## src/rtl/persiana_scheduler.sv

```systemverilog
// Command scheduler for the blind controller: debounces wall buttons, arbitrates
// them against a remote valid/ready port, issues one-hot position levels and times the motor.
module persiana_deb #(
  parameter int DEB_CYCLES = 4
) (
  input  logic Reloj,
  input  logic reset,
  input  logic raw,
  output logic lvl
);
  localparam int CW = $clog2(DEB_CYCLES + 1);
  localparam logic [CW-1:0] CMAX = CW'(DEB_CYCLES);
  localparam logic [CW-1:0] CM1  = CW'(DEB_CYCLES - 1);

  logic [CW-1:0] cnt;

  // level rises on the same edge the counter reaches DEB_CYCLES; counter saturates there
  always_ff @(posedge Reloj) begin
    if (reset) begin
      cnt <= '0;
      lvl <= 1'b0;
    end else if (!raw) begin
      cnt <= '0;
      lvl <= 1'b0;
    end else begin
      if (cnt != CMAX) cnt <= cnt + 1'b1;
      if (cnt >= CM1)  lvl <= 1'b1;
    end
  end
endmodule

module persiana_scheduler #(
  parameter int DEB_CYCLES = 4,
  parameter int TIMEOUT    = 1000
) (
  input  logic       Reloj,
  input  logic       reset,
  input  logic [2:0] btn,
  input  logic       rem_valid,
  input  logic [1:0] rem_cmd,
  output logic       rem_ready,
  input  logic       subir,
  input  logic       bajar,
  output logic       abierta,
  output logic       media,
  output logic       cerrada,
  output logic       automatico,
  output logic       busy,
  output logic       fault
);
  localparam int NB = 3;
  localparam int TW = $clog2(TIMEOUT + 1);
  localparam logic [TW-1:0] TMAX = TW'(TIMEOUT);

  typedef enum logic [1:0] {IDLE, ISSUE, MOVING, FAULT} state_t;
  typedef struct packed {
    logic       vld;
    logic [1:0] cmd;
  } req_t;

  state_t        state, nxt;
  logic [NB-1:0] deb, deb_q, rise;
  req_t          loc, pend;
  logic [1:0]    cmd;
  logic [3:0]    pos;
  logic [TW-1:0] timer;
  logic [1:0]    mcnt;
  logic          xfer, motor;

  persiana_deb #(.DEB_CYCLES(DEB_CYCLES)) u_deb [NB-1:0] (
    .Reloj(Reloj),
    .reset(reset),
    .raw  (btn),
    .lvl  (deb)
  );

  assign rise  = deb & ~deb_q;
  assign motor = subir | bajar;

  // lowest-numbered button wins a simultaneous rise
  always_comb begin
    loc.vld = |rise;
    loc.cmd = 2'd2;
    if (rise[1]) loc.cmd = 2'd1;
    if (rise[0]) loc.cmd = 2'd0;
  end

  assign rem_ready = (state == IDLE) && !loc.vld && !pend.vld;
  assign xfer      = rem_valid && rem_ready;

  always_ff @(posedge Reloj) begin
    if (reset) state <= IDLE;
    else       state <= nxt;
  end

  always_comb begin
    nxt = state;
    case (state)
      IDLE:    if (pend.vld || xfer) nxt = ISSUE;
      ISSUE:   nxt = MOVING;
      MOVING: begin
        if (subir && bajar)                  nxt = FAULT;
        else if (timer == TMAX)              nxt = FAULT;
        else if (mcnt == 2'd2 && !motor)     nxt = IDLE;
      end
      default: nxt = FAULT;
    endcase
  end

  always_ff @(posedge Reloj) begin
    if (reset) begin
      deb_q <= '0;
      pend  <= '0;
      cmd   <= '0;
      pos   <= '0;
      timer <= '0;
      mcnt  <= '0;
    end else begin
      deb_q <= deb;
      if (nxt == FAULT)                 pend.vld <= 1'b0;
      else if (loc.vld)                 pend     <= loc;
      else if (state == IDLE && pend.vld) pend.vld <= 1'b0;

      if (state == IDLE) cmd <= pend.vld ? pend.cmd : rem_cmd;

      if (nxt == FAULT)         pos <= '0;
      else if (state == ISSUE)  pos <= 4'b0001 << cmd;

      if (state == ISSUE) begin
        timer <= '0;
        mcnt  <= '0;
      end else if (state == MOVING) begin
        // timing is per continuous motor run: an idle cycle restarts it
        if (!motor)              timer <= '0;
        else if (timer != TMAX)  timer <= timer + 1'b1;
        if (mcnt != 2'd2)        mcnt  <= mcnt + 1'b1;
      end
    end
  end

  assign abierta    = pos[0];
  assign media      = pos[1];
  assign cerrada    = pos[2];
  assign automatico = pos[3];
  assign busy       = (state == MOVING);
  assign fault      = (state == FAULT);
endmodule

```

## config.mk

```make
export PLATFORM = sky130hd
export DESIGN_NAME = persiana_scheduler
export DESIGN_NICKNAME = d
export VERILOG_FILES = /design/src/rtl/persiana_scheduler.sv
export SDC_FILE = /design/constraint.sdc
export NUM_CORES = 1
export LEC_CHECK = 0
export ABC_CLOCK_PERIOD_IN_PS = 2100
export CAP_MARGIN = 20
export CELL_PAD_IN_SITES_DETAIL_PLACEMENT = 1
export CELL_PAD_IN_SITES_GLOBAL_PLACEMENT = 1
export CORE_ASPECT_RATIO = 2
export CORE_MARGIN = 4
export CORE_UTILIZATION = 46
export CTS_CLUSTER_DIAMETER = 100
export DETAILED_ROUTE_END_ITERATION = 16
export GPL_TIMING_DRIVEN = 0
export MAX_ROUTING_LAYER = met4
export PLACE_DENSITY_LB_ADDON = 0.1
export SLEW_MARGIN = 20
export SYNTH_ARGS = -nofsm -noshare
export SYNTH_HDL_FRONTEND = slang
export SYNTH_SLANG_ARGS = --single-unit
```

## constraint.sdc

```tcl
create_clock -name Reloj -period 2.1 [get_ports Reloj]
set_clock_uncertainty 0.1 [all_clocks]
set_input_delay 0.21 -clock Reloj [delete_from_list [all_inputs] [get_ports Reloj]]
set_output_delay 0.21 -clock Reloj [all_outputs]
set_load 0.02 [all_outputs]
```

==> qor.yml <==
setup_path:
  reg2reg_depth: 6
  r2r_end: "mcnt[0]$_SDFFE_PP0P_"
  r2r_setup_slack_ps: 520
  end_kind: "primary output"
  cp_slowest_stage_delay_ps: 600
  cp_num_buf_inv: 3
  r2r_start: "mcnt[0]$_SDFFE_PP0P_"
  cp-start-kind: "flip-flop"
  arrival_ps: 1690
  crit_fanout: 10
  critical_path.slowest_cell: "clkdlybuf4s50_1"
  critPathRequiredTime_ps: 1790
  cp_cell_sequence: "buf_2 -> nand2b_1 -> inv_1 -> clkdlybuf4s50_1"
  cpLargestDelayFamily: "buffers and inverters"
  crit_type: "reg2out"
worst_hold_path:
  worstHoldStart: "u_deb[2].lvl$_SDFFE_PP0P_"
  min_path_type: "reg2reg"
  hold_path_depth: 1
  whs_endpoint: "deb_q[2]$_SDFF_PP0_"
clock_tree:
  path_clk_slew_ps: 70
  clk_latency_ps: 300
  clockBufferDepth: 2
  hold_buffers: 0
  cts-root-buf: "clkbuf_8"
  cts_tree: "built"
  cts_made_buffers: 5
  htree_levels: 2
  cts.sinks: 38
  postCtsSetupBuffers: 0
power_and_ir_drop:
  power.total_w: 0.00178
  power_frac_seq_pct: 43.7
  clkPwrFrac_pct: 43.4
  p_sw_share_pct: 24.0
  leakage_nw: 0.869
  p_comb_share_pct: 12.9
  switching_power_w: 0.000429
  power_density_nw_per_um2: 808
  intPower_w: 0.00135
  max-vdd-ir-drop_uv: 805
detailed_routing:
  vias: 1507
  firstDrtPassIters: 4
  vias_per_cell: 5.46
  drc: 0
  dr.first_iter.drc_count: 13
  wl_per_cell_um: 16.6
  final_antenna_net_count: 0
  wirelength_um: 4580
yosys:
  yosysWarnings: 0
  ys_seq_elements: 38
  synthCells: 201
  synth_ff_type: "dfxtp_1"
  yosysUniqueCellTypes: 44
  syn_avg_cell_area_um2: 9.12
  synth_area_leaders: "dfxtp_1, ha_1, nor2_1"
  yosysSeqAreaShare_pct: 41.5
  synthArstFlopShare_pct: 0
  synth_nets: 223
  synth_edf_count: 0
  yosys.area.top_type: "dfxtp_1"
  synth_area_um2: 1830
  synth_top_area_share_pct: 41.5
final_layout:
  layoutNonFillerInstCount: 276
  num-nets-final: 246
  fin_util_pct: 57.4
  antenna_cells: 0
  area_delta_synth_final_pct: 20.3
  drive_above_1_share_pct: 9.33
place:
  port_buffers: 16
  gp_congestion: 0.737
  hpwl_um: 3620
  place_ws_ps: -72.4
  place_inst: 268
floorplanning:
  dieArea_um2: 5120
  start_util_pct: 47.7
  chipWidth_um: 52.6
  die_h_um: 97.3
  num_rows: 32
  io_pins: 17
  core_area_um2: 3840
global_route:
  gr-total-overflow: 0
  grt_pass1_wl_um: 7780
  grt_pass1_vias: 1718
  antenna_found_initial: 0
  grt_max_degree: 13
  track_usage_pct: 20.8
timing:
  min_period_ps: 2000
  rsz0062_at_grt: "false"
  clock.fmax_mhz: 500
  maxSlewViolCount: 0
  hold_violations: 0
  setup-violations-final: 0
  fin_crit_sh_pct: 95.3
  max-slew-margin-rel_pct: 69.1
  whs_ps: 390
  finalWorstSetupSlack_ps: 98.3
  tightest_slew_ps: 452
outcome:
  status: "completed"
flow_run:
  maxCapViolCount: 0
-- synth_stat cells (2+ instances only) --
library cell  number
dfxtp_1           38
nor2_1            21
inv_1             17
a21oi_1           14
nand2_1           13
ha_1              12
nand2b_1          10
nor3_1             9
nand3_1            6
xnor2_1            6
nor2b_1            4
xor2_1             4
a2111oi_0          3
a211oi_1           3
a31oi_1            3
mux2i_1            3
nand4_1            3
a311oi_1           2
and3_1             2
buf_2              2
clkbuf_1           2
nor3b_1            2
-- flip-flops by register name, indices dropped and copies added, names as in the netlist --
signal	flops
timer	10
u_deb.cnt	9
pos	4
deb_q	3
pend	3
u_deb.lvl	3
cmd	2
mcnt	2
state	2
-- worst max-delay path by stage --
stage                           end                 from  depth (start not counted)
after floorplan           rem_ready  state[1]$_SDFF_PP0_                          4
after global placement    rem_ready  state[1]$_SDFF_PP0_                          5
after detailed placement  rem_ready  state[1]$_SDFF_PP0_                          5
after CTS                      busy  state[0]$_SDFF_PP0_                          4
after global routing          fault  state[1]$_SDFF_PP0_                          3
final                          busy  state[0]$_SDFF_PP0_                          4
-- routing by layer --
| metal | wire length [um] | share of wire (%) | vias up | track usage, % |
|---|---|---|---|---|
| met5 | 0 | 0 | - | - |
| met4 | 106 | 2.3 | 0 | 8.46 |
| met3 | 102 | 2.2 | 9 | 3.99 |
| met2 | 2850 | 62 | 22 | 40.8 |
| met1 | 1510 | 33 | 733 | 17.2 |
| li1 | - | - | 743 | - |
-- metrics by stage --
step | instance area (um2) | setup TNS [ps]
2_1_floorplan | 1830 | 0
3_3_place_gp | 2060 | -32.2
3_5_place_dp | 2060 | -72.4
4_1_cts | 2210 | 0
5_1_grt | 2210 | 0
6_report | 2210 | 0
-- cell type report --
class	count	area, um2
well taps	51	63.8
multi-input cells	141	991
plain buffers	5	25.0
clock inverters	2	60.1
inverters	17	63.8
flip-flops and latches	38	761
fillers	465	1640
repair buffers	16	159
clock buffers	6	82.6
-- cell families (layout without fill, tap and decap cells) --
kind of cell | Yosys count | after routing | share of synthesized area [%]
AOI/OAI and AO/OA | 36 | 36 | 14.1
xor gates and xnor gates | 10 | 10 | 4.78
buffers and inverters | 22 | 46 | 4.85
DFF | 38 | 38 | 41.5
muxes | 3 | 3 | 1.64
and+or+nand+nor | 80 | 80 | 25.0
adders and majority gates | 12 | 12 | 8.19
-- power by group through the flow --
stage	clock [W]	combinational, W	sequential, W
final	0.000774	0.000230	0.000780
after global placement	0	0.000214	0.000793
after global routing	0.000826	0.000254	0.000785
after floorplan	0	0.000146	0.000791
after CTS	0.000793	0.000233	0.000780
after detailed placement	0	0.000228	0.000796
-- what timing repair did --
item                                    in CTS  in global routing
endpoints found under the hold margin        0                  0
endpoints found under the setup margin       1                  0
gates resized for setup                      3                  0
-- cells in the final DEF, fill, tap and decap left out, drive strengths merged, types with 4 or more instances in the layout --
cell type and instances:
ha 12, a211oi 4, nand3 6, nor2 21, dfxtp 38, clkbuf 8, nor2b 4, xor2 4
nand2b 10, inv 17, nand4 4, clkdlybuf4s50 15, a21oi 14, nand2 13, xnor2 6, nor3 9
Note: power is estimated with default switching activity, not from simulation.
